$ cat src/rtl/if_stage_pkg.sv
// Shared pipeline definitions for the fetch stage: bubble encoding, default
// reset vector and the fetch FSM state encoding.
package if_stage_pkg;

    localparam logic [31:0] NOP_INSTR            = 32'h0000_0013;  // addi x0,x0,0
    localparam logic [31:0] RESET_VECTOR_DEFAULT = 32'h0000_0000;

    typedef enum logic [1:0] {
        IDLE    = 2'd0,
        FETCH   = 2'd1,
        HOLD    = 2'd2,
        DISCARD = 2'd3
    } if_state_e;

    function automatic logic [31:0] word_align(input logic [31:0] a);
        return {a[31:2], 2'b00};
    endfunction

endpackage

$ cat src/rtl/if_stage.sv
// Instruction fetch stage: one outstanding imem request, stall hold register,
// and redirect handling that drops the data of an in-flight stale fetch.
module if_stage #(
    parameter logic [31:0] RESET_VECTOR = if_stage_pkg::RESET_VECTOR_DEFAULT,
    parameter logic [31:0] NOP_INSTR    = if_stage_pkg::NOP_INSTR
) (
    input  logic        clk,
    input  logic        reset_n,
    input  logic        stall_i,
    input  logic        redirect_i,
    input  logic [31:0] redirect_pc_i,
    output logic        imem_req_o,
    output logic [31:0] imem_addr_o,
    input  logic        imem_ack_i,
    input  logic [31:0] imem_rdata_i,
    output logic [31:0] instruction_o,
    output logic [31:0] pc_o,
    output logic        valid_o
);
    import if_stage_pkg::*;

    if_state_e   state_q;
    logic [31:0] pc_q;
    logic [31:0] addr_q;   // address of the in-flight request being discarded
    logic [31:0] hold_q;
    logic [31:0] pc_inc;
    logic [31:0] redir_pc;

    assign pc_inc   = pc_q + 32'd4;
    assign redir_pc = word_align(redirect_pc_i);

    always_ff @(posedge clk or negedge reset_n) begin
        if (!reset_n) begin
            state_q <= IDLE;
            pc_q    <= word_align(RESET_VECTOR);
            addr_q  <= word_align(RESET_VECTOR);
            hold_q  <= NOP_INSTR;
        end else begin
            unique case (state_q)
                IDLE: begin
                    state_q <= FETCH;
                    if (redirect_i) pc_q <= redir_pc;
                end
                FETCH: begin
                    if (redirect_i) begin
                        pc_q <= redir_pc;
                        // the bus still owes us an ack for the old address
                        if (!imem_ack_i) begin
                            state_q <= DISCARD;
                            addr_q  <= pc_q;
                        end
                    end else if (imem_ack_i) begin
                        if (stall_i) begin
                            hold_q  <= imem_rdata_i;
                            state_q <= HOLD;
                        end else begin
                            pc_q <= pc_inc;
                        end
                    end
                end
                HOLD: begin
                    if (redirect_i) begin
                        pc_q    <= redir_pc;
                        state_q <= FETCH;
                    end else if (!stall_i) begin
                        pc_q    <= pc_inc;
                        state_q <= FETCH;
                    end
                end
                DISCARD: begin
                    if (redirect_i) pc_q <= redir_pc;
                    if (imem_ack_i) state_q <= FETCH;
                end
                default: state_q <= IDLE;
            endcase
        end
    end

    // Data is forwarded in its ack cycle, so valid_o depends on imem_ack_i.
    always_comb begin
        imem_req_o    = 1'b0;
        imem_addr_o   = pc_q;
        valid_o       = 1'b0;
        instruction_o = NOP_INSTR;
        pc_o          = pc_q;
        unique case (state_q)
            FETCH: begin
                imem_req_o = 1'b1;
                if (imem_ack_i && !redirect_i) begin
                    valid_o       = 1'b1;
                    instruction_o = imem_rdata_i;
                end
            end
            HOLD: begin
                if (!redirect_i) begin
                    valid_o       = 1'b1;
                    instruction_o = hold_q;
                end
            end
            DISCARD: begin
                imem_req_o  = 1'b1;
                imem_addr_o = addr_q;
            end
            default: ;
        endcase
    end

endmodule

$ cat config.mk
export PLATFORM = sky130hd
export DESIGN_NAME = if_stage
export DESIGN_NICKNAME = d
export VERILOG_FILES = /design/src/rtl/if_stage_pkg.sv /design/src/rtl/if_stage.sv
export SDC_FILE = /design/constraint.sdc
export NUM_CORES = 1
export LEC_CHECK = 0
export ABC_AREA = 0
export CAP_MARGIN = 0
export CORE_MARGIN = 2
export CORE_UTILIZATION = 50
export DETAILED_ROUTE_END_ITERATION = 16
export PLACE_DENSITY = 0.94
export SLEW_MARGIN = 20
export SYNTH_ARGS = -nofsm -noshare
export SYNTH_HDL_FRONTEND = slang
export SYNTH_SLANG_ARGS = --single-unit
$ cat constraint.sdc
create_clock -name clk -period 5.1 [get_ports clk]
set_input_delay 1.02 -clock clk [delete_from_list [all_inputs] [get_ports clk]]
set_output_delay 1.02 -clock clk [all_outputs]
set_load 0.05 [all_outputs]
==> summary.txt <==
Synthesis
  – Most common cell in the synthesized netlist: dfrtp_1
  – Mapped Avg Cell Area: 10.2 sq um
  – Synth Register Bits: 94
  – Syn Std Cell Area: 0.00519 sq mm
  – Most area-hungry cell type in the Yosys netlist: dfrtp_1
  – Synth top area share: 0.439
  – Mapped Cells: 511
  – Sequential share of the synthesized area: 0.454
  – Main synth FF type: dfrtp_1
  – Cell variety after synth: 54
  – Synth cell count leaders: dfrtp_1, mux2_2, nor2_1
  – Yosys warns: 0
  – Post-synth ARST share: 1.00
  – Number of synthesized flops with an enable pin: 0
  – Top cells by area, synth: dfrtp_1, mux2_2, a22oi_1

Routing
  – DRC viols: 0
  – Detailed Route WL: 14700 microns
  – Via/cell ratio: 5.91
  – Post-DRT Antenna Nets: 0
  – Via count: 4690
  – Routed length per instance: 18.5 microns
  – DRT Pass-1 Iters: 5
  – DRT iter0 DRCs: 338

Pwr
  – Internal power: 2.61 mW
  – Overall power: 5.18 mW
  – Pwr per Cell Area: 704 mW/mm^2
  – Switching Fraction: 0.496
  – Switch Pwr: 2.57 mW
  – Power share of the clock group: 0.104
  – Comb power frac: 0.621
  – LEAKAGE: 2.90 nW
  – Max IR drop VDD: 0.000458 V
  – Reg power frac: 0.275

Layout
  – Utilization after layout: 0.723
  – FF+latch area: 0.00236 sq mm
  – Post-route cell area: 0.00736 sq mm
  – Final #Nets: 726
  – Syn-to-layout area delta: 41.9%
  – FILL cells: 680
  – Multi-input logic area: 0.00265 sq mm
  – Diodes inserted: 0
  – Layout cells sized above 1: 0.240

Clocking
  – H-tree depth: 3
  – Clock Latency Late Sink: 370 ps
  – Max Root-Sink Buffers: 2
  – Post-cts gate resize count: 0
  – Clock slew at reported path FFs: 80 ps
  – Clock root buffer: clkbuf_8
  – CTS Sinks: 94
  – Number of buffers inserted by hold repair at cts: 0
  – Post-CTS Setup Repair Bufs: 0
  – CTS Buf Count: 9
  – CTS tree: yes

Global route
  – Largest net degree at the start of global routing: 52
  – Vias in the first global route: 4844
  – Overflow after GRT: 0
  – Antenna violations before repair: 0
  – Global-route usage over all layers: 0.268
  – First-pass GRT wire length: 24100 microns

Placed design
  – Post-DP Area: 0.00715 sq mm
  – DPL Wire Length: 10500 microns
  – Number of port buffers: 160
  – Routability Congestion: 0.887

Critical path
  – R2r endpoint: pc_o[18]
  – Worst setup path endpoint: instruction_o[1]
  – Critical Path Source Type: primary input
  – Critical path fanouts, max: 16
  – CP startpoint: redirect_i
  – RR Startpoint: state_q[0]
  – CP Data Arrival Time: 3360 ps
  – Worst setup EP type: output pin
  – WP data required: 4080 ps
  – Cell depth of the worst flop-to-flop path: 6
  – Critical path type: in -> out
  – Worst R2R Setup Slack: 2550 ps

STA
  – Tmin final: 4380 ps
  – Fin. Hold Viols: 0
  – Setup TNS: 0 ps
  – FMAX: 228 MHz
  – Max-slew headroom: 0.563
  – Slew Viols, Final: 0
  – Setup violators final: 0
  – Period utilization: 0.859
  – Worst Max-Slew Pin Slew: 649 ps
  – RSZ-0062 raised after global routing: no
  – Clk_skew: 8.00 ps
  – Worst Hold Slack: 498 ps

Floorplan
  – Die X: 106 microns
  – Chip height: 106 microns
  – Die area: 0.0112 sq mm
  – Io pins: 167
  – Num rows: 37
  – Initial Util: 0.509
  – CORE AREA: 0.0102 sq mm

Min path
  – Worst hold path class: reg -> reg

Run status
  – Status: finished clean

Run
  – Max_cap viols: 0
==> flip-flops by register name (all words and copies together) (netlist names) <==
register / count
hold_q: 32
state_q: 2
addr_q: 30
pc_o: 30
==> cell usage in the layout, fill, tap and decap left out, drive strengths merged, types with 14 or more instances in the layout <==
cell type	n
nand2	31
a21oi	26
o22ai	14
buf	41
o21ai	27
dfrtp	91
a22oi	31
nor2	57
mux2	89
nand3	16
clkdlybuf4s50	129
==> worst max-delay path, cell delays in order <==
cell	delay (ps)
clkdlybuf4s50_1	550
buf_4	270
inv_1	280
nand2_1	190
o21ai_0	90
o21ai_0	110
clkdlybuf4s50_1	830
==> power groups by stage <==
stage                     combinational (mW)  clock, mW  sequential, mW
after CTS                               3.23      0.546            1.42
after detailed placement                3.21          0            1.43
final                                   3.22      0.537            1.43
after global placement                  3.14          0            1.39
after global routing                    3.39      0.575            1.48
after floorplan                         1.93          0            1.64
==> metrics by stage <==
| stage | setup slack, ps | std cells |
|---|---|---|
| finish | 717 | 794 |
| global route | 557 | 794 |
| CTS | 738 | 794 |
| detailed placement | 739 | 778 |
| global placement | 792 | 778 |
| floorplan | 1190 | 514 |
==> worst min path at each step <==
stage | to | depth (start not counted) | slack [ps] | from
5_1_grt | addr_q[18] | 1 | 520 | addr_q[18]
4_1_cts | addr_q[13] | 2 | 500 | addr_q[13]
6_report | addr_q[13] | 2 | 500 | addr_q[13]
2_1_floorplan | addr_q[13] | 2 | 450 | addr_q[13]
3_3_place_gp | addr_q[27] | 2 | 460 | addr_q[27]
3_5_place_dp | addr_q[13] | 2 | 490 | addr_q[13]
==> layer usage <==
| metal | vias up | routed length (microns) | track usage | share of wire |
|---|---|---|---|---|
| met5 | - | 0 | 0 | 0 |
| met4 | 0 | 231 | 0.0789 | 0.016 |
| met3 | 27 | 1370 | 0.0847 | 0.093 |
| met2 | 249 | 7450 | 0.459 | 0.51 |
| met1 | 2266 | 5600 | 0.325 | 0.38 |
| li1 | 2148 | - | - | - |
==> layout make-up <==
| class | instances | share of cell area |
|---|---|---|
| clock buffer | 13 | 0.0189 |
| clock inverter | 3 | 0.00935 |
| inverter | 6 | 0.00306 |
| multi-input combinational | 372 | 0.359 |
| sequential | 94 | 0.320 |
| tap | 136 | 0.0231 |
| timing repair buffer | 170 | 0.266 |
==> cell families after synthesis <==
group | share of synthesized area
flops | 0.454
xor+xnor | 0.00169
mux | 0.197
other cells | 0.000723
compound gates | 0.152
fa+ha+maj | 0.00965
simple gates | 0.145
buf+inv | 0.0396
Power figures use the tool's default switching activity.
